--- src/rtl/uart_pkg.sv ---
// uart_pkg: definitions shared by the UART receiver and transmitter.
//   - default clock / baud constants
//   - receiver FSM state encoding
//   - 3-input majority helper used by the mid-bit voter
package uart_pkg;

  localparam int unsigned UART_CLK_FREQ  = 50_000_000;
  localparam int unsigned UART_BAUD_RATE = 9600;

  typedef enum logic [2:0] {
    ST_IDLE  = 3'd0,
    ST_START = 3'd1,
    ST_DATA  = 3'd2,
    ST_STOP  = 3'd3,
    ST_BREAK = 3'd4
  } uart_state_e;

  function automatic logic maj3(input logic a, input logic b, input logic c);
    return (a & b) | (a & c) | (b & c);
  endfunction

endpackage

--- src/rtl/uart_sync_edge.sv ---
// uart_sync_edge: 2-flop synchroniser for an asynchronous input, plus a
// delay flop used to detect a falling edge on the synchronised signal.
// Ports:
//   clk   in   system clock
//   rst   in   asynchronous active-low reset (flops reset to idle-high)
//   din   in   asynchronous input, idles high
//   sync  out  synchronised input (s2)
//   fall  out  high for one cycle when sync goes 1 -> 0
module uart_sync_edge (
  input  logic clk,
  input  logic rst,
  input  logic din,
  output logic sync,
  output logic fall
);

  logic s1, s2, s3;

  always_ff @(posedge clk or negedge rst) begin
    if (!rst) begin
      s1 <= 1'b1;
      s2 <= 1'b1;
      s3 <= 1'b1;
    end else begin
      s1 <= din;
      s2 <= s1;
      s3 <= s2;
    end
  end

  assign sync = s2;
  assign fall = ~s2 & s3;

endmodule

--- src/rtl/uart_rx_byte.sv ---
// uart_rx_byte: 8N1 UART receiver with mid-bit 3-sample majority voting,
// false-start rejection and framing-error detection. Bytes are not buffered;
// each good frame overwrites rx_data.
// Ports:
//   clk        in   system clock
//   rst        in   asynchronous active-low reset
//   rxd        in   raw serial line (idles high, asynchronous)
//   rx_data    out  last correctly framed byte
//   rx_done    out  one-cycle strobe, rx_data valid in the same cycle
//   frame_err  out  one-cycle strobe, stop bit sampled low
//   rx_busy    out  high whenever the FSM is not idle
//
// state  | meaning
// IDLE   | line idle, waiting for a falling edge
// START  | validating the start bit (majority 1 = false start)
// DATA   | shifting in 8 data bits, LSB first
// STOP   | sampling the stop bit; decision at MID+1
// BREAK  | stop bit was low; waiting for the line to return high
module uart_rx_byte
  import uart_pkg::*;
#(
  parameter int unsigned CLK_FREQ  = UART_CLK_FREQ,
  parameter int unsigned BAUD_RATE = UART_BAUD_RATE
) (
  input  logic       clk,
  input  logic       rst,
  input  logic       rxd,
  output logic [7:0] rx_data,
  output logic       rx_done,
  output logic       frame_err,
  output logic       rx_busy
);

  localparam int unsigned BAUD_CNT = CLK_FREQ / BAUD_RATE;
  localparam int unsigned MID      = BAUD_CNT / 2;
  localparam int unsigned CW       = $clog2(BAUD_CNT);

  localparam logic [CW-1:0] CNT_LAST = CW'(BAUD_CNT - 1);
  localparam logic [CW-1:0] CNT_S0   = CW'(MID - 1);
  localparam logic [CW-1:0] CNT_S1   = CW'(MID);
  localparam logic [CW-1:0] CNT_DEC  = CW'(MID + 1);

  if (BAUD_CNT < 8) begin : g_baud_chk
    $error("uart_rx_byte: CLK_FREQ/BAUD_RATE must be at least 8");
  end

  uart_state_e   state;
  logic [CW-1:0] baud_cnt;
  logic [2:0]    bit_cnt;
  logic [7:0]    shift_reg;
  logic          smp_a, smp_b;
  logic          s2, fall;
  logic          bit_end, decide, maj;

  uart_sync_edge u_sync (
    .clk  (clk),
    .rst  (rst),
    .din  (rxd),
    .sync (s2),
    .fall (fall)
  );

  assign bit_end = (baud_cnt == CNT_LAST);
  assign decide  = (baud_cnt == CNT_DEC);
  // Third sample is the live s2 at the decision cycle.
  assign maj     = maj3(smp_a, smp_b, s2);
  assign rx_busy = (state != ST_IDLE);

  always_ff @(posedge clk or negedge rst) begin
    if (!rst) begin
      state     <= ST_IDLE;
      baud_cnt  <= '0;
      bit_cnt   <= '0;
      shift_reg <= '0;
      smp_a     <= 1'b0;
      smp_b     <= 1'b0;
      rx_data   <= '0;
      rx_done   <= 1'b0;
      frame_err <= 1'b0;
    end else begin
      rx_done   <= 1'b0;
      frame_err <= 1'b0;

      if (state == ST_IDLE || state == ST_BREAK || bit_end)
        baud_cnt <= '0;
      else
        baud_cnt <= baud_cnt + 1'b1;

      if (baud_cnt == CNT_S0) smp_a <= s2;
      if (baud_cnt == CNT_S1) smp_b <= s2;

      case (state)
        ST_IDLE: begin
          if (fall) state <= ST_START;
        end
        ST_START: begin
          if (decide && maj) begin
            state    <= ST_IDLE;
            baud_cnt <= '0;
          end else if (bit_end) begin
            state   <= ST_DATA;
            bit_cnt <= '0;
          end
        end
        ST_DATA: begin
          if (decide) shift_reg <= {maj, shift_reg[7:1]};
          if (bit_end) begin
            if (bit_cnt == 3'd7) state <= ST_STOP;
            else                 bit_cnt <= bit_cnt + 1'b1;
          end
        end
        ST_STOP: begin
          // Leave at the decision point so a back-to-back start bit is not missed.
          if (decide) begin
            baud_cnt <= '0;
            if (maj) begin
              rx_data <= shift_reg;
              rx_done <= 1'b1;
              state   <= ST_IDLE;
            end else begin
              frame_err <= 1'b1;
              state     <= ST_BREAK;
            end
          end
        end
        ST_BREAK: begin
          if (s2) state <= ST_IDLE;
        end
        default: state <= ST_IDLE;
      endcase
    end
  end

endmodule

--- config.mk ---
export PLATFORM = sky130hd
export DESIGN_NAME = uart_rx_byte
export DESIGN_NICKNAME = d
export VERILOG_FILES = /design/src/rtl/uart_pkg.sv /design/src/rtl/uart_sync_edge.sv /design/src/rtl/uart_rx_byte.sv
export SDC_FILE = /design/constraint.sdc
export NUM_CORES = 1
export LEC_CHECK = 0
export ABC_CLOCK_PERIOD_IN_PS = 3700
export CAP_MARGIN = 25
export CORE_UTILIZATION = 60
export CTS_CLUSTER_DIAMETER = 50
export DETAILED_ROUTE_END_ITERATION = 7
export PLACE_DENSITY = 0.81
export SYNTH_ARGS = -nofsm -noshare
export SYNTH_HDL_FRONTEND = slang
export SYNTH_HIERARCHICAL = 1
export SYNTH_SLANG_ARGS = --single-unit
--- constraint.sdc ---
create_clock -name clk -period 3.7 [get_ports clk]
set_clock_uncertainty 0.15 [all_clocks]
set_input_delay 0.555 -clock clk [delete_from_list [all_inputs] [get_ports clk]]
set_output_delay 0.555 -clock clk [all_outputs]
set_load 0.05 [all_outputs]
=== After elaboration in Yosys (flattened, before gate mapping) ===
Cells that the tools add are included.

* $add $sub $neg: 2
* Eq/ne operators: 18
* Multiplexer cells: 24
* Bitwise logic cells: 7
* Reduce and logical (&&, ||, !) cells: 10

{| class="wikitable"
|+ Operators with widths
! cell !! count
|-
| $eq 13x12->1 const B || 3
|-
| $mux 13 || 3
|-
| $mux 3 || 12
|-
| $pmux 13 s2 || 1
|-
| $pmux 3 s5 || 1
|-
| $ne 2x2->1 const B || 7
|-
| $add 13x1->13 const B || 1
|-
| $eq 13x13->1 const B || 1
|-
| $eq 3x2->1 const B || 2
|-
| $eq 3x3->1 const B || 2
|-
| $mux 1 || 6
|-
| $pmux 3 s2 || 1
|-
| $reduce_and 6->1 || 1
|-
| $reduce_and 5->1 || 1
|-
| $and 1x1->1 || 4
|-
| $add 3x1->3 const B || 1
|-
| $eq 3x1->1 const B || 1
|-
| $logic_not 3->1 || 1
|-
| $ne 3x3->1 const B || 1
|-
| $reduce_and 3->1 || 1
|-
| $reduce_bool 3->1 || 1
|-
| $logic_or 1x1->1 || 2
|-
| $ne 2x1->1 const B || 1
|-
| $or 1x1->1 || 2
|-
| other kinds (4) || 4
|}

* Flip-flop bits (word level): 42
* Output and inout port bits: 11
* Word-level logic and storage cells: 73

=== Logic depth before layout (Yosys ltp) ===
* Depth in word-level cells: 6
* Depth in mapped cells: 7

=== Modules after synthesis ===
The synthesis kept the hierarchy.

{| class="wikitable"
|+ By module, submodules not included
! module !! times used !! cells each !! area an instance (µm²) !! seq. area each (µm²)
|-
| uart_rx_byte || 1 || 163 || 1914.3 || 975.9
|-
| uart_sync_edge || 1 || 4 || 92.6 || 78.8
|}

=== Worst setup path after synthesis ===
OpenSTA, ideal clock, no wires.

* Path type: register to register
* Start point: reg baud_cnt[4]
* End point: reg baud_cnt[2]
* Arrival time: 1.862 ns
* Slack: 1.552 ns
* Cell stages (with the launch flop): 6
* Path buffers: 1
* Cells stage by stage: dfrtp_1 > or4b_4 > or4_4 > o22ai_2 > buf_4 > nor3_1

* Longest elaborated chain between the ends: 5

{| class="wikitable"
|+ Ends and longest elaborated chain
! what !! line !! text
|-
| start: declaration || uart_rx_byte.sv:48 || <nowiki>logic [CW-1:0] baud_cnt;</nowiki>
|-
| start signal: assignment || uart_rx_byte.sv:87 || <nowiki>baud_cnt <= baud_cnt + 1'b1;</nowiki>
|-
| $eq 13x13->1 || uart_rx_byte.sv:63 || <nowiki>assign bit_end = (baud_cnt == CNT_LAST);</nowiki>
|-
| $logic_or 1x1->1 || uart_rx_byte.sv:84 || <nowiki>if (state == ST_IDLE || state == ST_BREAK || bit_end)</nowiki>
|-
| $mux 13 || uart_rx_byte.sv:84 ||
|-
| $mux 13, on equally long branches || uart_rx_byte.sv:114, uart_rx_byte.sv:97 ||
|-
| $pmux 13 s2 (*) || uart_rx_byte.sv:92 || <nowiki>case (state)</nowiki>
|}

Every way passes the cells marked *; elsewhere a longest branch is shown, timed or not.
A chain may end at the register's enable or synchronous reset.

=== Worst setup path after layout ===
* Start point: reg state[0]
* End point: out rx_busy

* Longest elaborated chain between the ends: 1

{| class="wikitable"
|+ Ends and longest elaborated chain
! what !! line !! text
|-
| start: declaration || uart_rx_byte.sv:47 || <nowiki>uart_state_e state;</nowiki>
|-
| start signal: assignment || uart_rx_byte.sv:71 || <nowiki>state <= ST_IDLE;</nowiki>
|-
| start signal: assignment || uart_rx_byte.sv:94 || <nowiki>if (fall) state <= ST_START;</nowiki>
|-
| start signal: assignment || uart_rx_byte.sv:98 || <nowiki>state <= ST_IDLE;</nowiki>
|-
| $reduce_bool 3->1 || uart_rx_byte.sv:67 || <nowiki>assign rx_busy = (state != ST_IDLE);</nowiki>
|-
| end: declaration || uart_rx_byte.sv:31 || <nowiki>output logic rx_busy</nowiki>
|}

Every way passes these cells.

==> metrics.md <==
| Metric | Value |
|---|---|
| Drt wl/cell | `15.1 um` |
| Starting Density | `0.647` |
| Post_cts resized | `0` |
| Fin crit share | `0.709` |
| Most frequent cells in the layout | `39 x dfrtp_1, 18 x mux2_2, 14 x nor3_1` |
| Cell taking the most area after synthesis | `dfrtp_1` |
| # fillers | `235` |
| Number of global-route vias before repair | `1318` |
| Critical Path Sink Type | `output pin` |
| Nets | `192` |
| Hold Vio Cnt, Final | `0` |
| Routed wl met2 | `1700 um` |
| CP arrival | `1.92 ns` |
| First-pass GRT wire length | `6040 um` |
| Placed instance count | `221` |
| CTS tree | `yes` |
| Site Rows | `20` |
| Top sig layer | `met4` |
| DRT Pass-1 Iters | `4` |
| Post-layout min period | `2.62 ns` |
| Total Power | `1.04 mW` |
| Clock-pin slew on the worst setup and hold paths | `0.13 ns` |
| Synthesized flop and latch total | `42` |
| Critical path fanouts, max | `7` |
| Pwr Density | `456 nW/um2` |
| Synth top area cells | `dfrtp_1 49%, mux2_2 10%, dfstp_2 3.9%` |
| Share of cells above drive strength 1 | `0.222` |
| Number of remaining DRC errors | `0` |
| Crit-path cells | `or3_1, clkdlybuf4s50_1` |
| M1 WL | `1530 um` |
| Share of the synthesized area in the top cell type | `0.486` |
| Initial drt markers | `58` |
| Layout area overhead | `14.0%` |
| Mean Syn Cell Area | `12.0 um2` |
| Synth Flop Type | `dfrtp_1` |
| Sequential fraction of the synthesis area | `0.526` |
| Worst-Margin Slew | `0.887 ns` |
| Max-slew violations | `0` |
| Post-synthesis async set-or-reset flop share | `1.00` |
| Startpoint types | `flop` |
| Status | `complete, no violations` |
| H-tree levels | `2` |
| Total CTS buffers | `5` |
| Final wirelength | `3460 um` |
| Sum Neg Setup Slack | `0 ns` |
| Die outline height | `59.8 um` |
| Clock Latency Late Sink | `0.37 ns` |
| Peak Freq | `381 MHz` |
| Chip width | `59.8 um` |
| Overall global routing resource usage | `0.238` |
| Initial antenna violation count | `0` |
| Net count after synthesis | `175` |
| Post-synth EDFFs | `0` |
| HP Class | `in -> async` |
| Reg2reg setup slack | `1.26 ns` |
| R2r worst-path depth | `4` |
| Final setup fails | `0` |
| Largest register FFs | `13` |
| Via count | `1330` |
| Commonest non-fill, non-tap cell in the layout | `dfrtp_1` |
| Ys Warns | `6` |
| HPWL after DPL | `2410 um` |
| Antenna Cells | `0` |
| Post-Syn Area | `2010 um2` |
| Largest net degree at the start of global routing | `43` |
| Hold buffers post-CTS | `0` |
| Sequential Area | `1050 um2` |
| Via/cell ratio | `5.81` |
| Cell variety after synth | `43` |
| Maxcap violations | `0` |
| DR WL met3 | `155 um` |
| Non-filler cells, final | `229` |
| VDD IR max | `349 uV` |
| Unrepaired setup endpoints after global routing | `no` |
| Leakage power | `1.03 nW` |
| WP data required | `2.99 ns` |
| Die Area | `3580 um2` |
| Multi-input gate area in the final layout | `903 um2` |
| Clock Tree Root | `clkbuf_4` |
| GR Overflow Total | `0` |
| Antenna-violating nets left | `0` |
| Critical path type | `reg -> out` |
| CTS Buffer Depth | `2` |
| CTS sink cnt | `42` |
| Reg2reg end | `baud_cnt[10]` |
| Rel. slew slack | `0.409` |
| RR Startpoint | `baud_cnt[4]` |
| I/O pin total | `14` |
| Final Wtd Congestion | `0.783` |
| Core ar. | `3100 um2` |
| Slowest-stage cell, CP | `clkdlybuf4s50_1` |
| # port buffers | `13` |
| Post-CTS setup buffer count | `0` |
| Cells after Synth | `167` |
| CP max stage delay | `0.71 ns` |
synth_stat cells, types with 2 or more instances:
cell / count
or3_1: 3
or4b_2: 2
nor2_1: 3
ha_1: 5
dfstp_2: 3
mux2_2: 18
nand3_1: 9
and3_1: 2
nor4b_1: 2
xnor2_1: 4
o21ai_0: 4
nand4_1: 2
dfrtp_1: 39
clkbuf_1: 3
nand2_1: 7
nor3b_1: 3
xor2_1: 6
a22o_1: 3
nor3_1: 14
and2_1: 3
and4_1: 3
inv_1: 8
worst max path at each step:
stage,from,end,slack [ns],cells after the start
finish,state[0],rx_busy,1.08,2
global route,state[0],rx_busy,1.03,2
CTS,state[0],rx_busy,1.07,2
detailed placement,baud_cnt[4],baud_cnt[10],1.32,4
global placement,baud_cnt[4],baud_cnt[3],1.39,4
floorplan,baud_cnt[4],baud_cnt[2],1.55,5
metrics by stage:
stage | hold slack (ns) | setup WS [ns] | instance area, um2 | utilization
floorplan | 0.109 | 1.55 | 2010 | -
global placement | 0.196 | 1.39 | 2180 | 0.701
detailed placement | 0.202 | 1.32 | 2180 | 0.701
CTS | 0.171 | 1.07 | 2290 | 0.737
global route | 0.203 | 1.03 | 2290 | 0.737
finish | 0.146 | 1.08 | 2290 | 0.737
critical path, delay by kind of cell (launching register included):
family / cells / cell delay [ns]
flops: 1 / 0.45
simple gates: 1 / 0.40
buf+inv: 1 / 0.71
area by class of cell:
cell class,count,area share
flip-flops and latches,42,0.461
multi-input cells,113,0.395
repair buffers,14,0.0580
clock inverters,2,0.0263
well taps,44,0.0241
clock buffers,6,0.0224
inverters,8,0.0131
routing by layer:
metal | global-route usage | vias up
met1 | 0.303 | 649
met3 | 0.0779 | 8
met2 | 0.373 | 31
met5 | 0 | -
li1 | - | 642
met4 | 0.0997 | 0
power breakdown:
part           internal [mW]  total [mW]  switching [mW]  leakage [nW]
Sequential             0.489       0.541          0.0518         0.566
Clock                  0.229       0.377           0.148        0.0585
Combinational         0.0531       0.126          0.0733         0.406
cell families after synthesis:
kind of cell | Yosys count | share of synthesized area
and+or+nand+nor | 65 | 0.217
DFF | 42 | 0.526
muxes | 19 | 0.107
AOI/OAI and AO/OA | 13 | 0.0468
buffers and inverters | 12 | 0.0243
xor gates and xnor gates | 10 | 0.0436
adders and majority gates | 6 | 0.0362
Note: power is estimated with default switching activity, not from simulation.
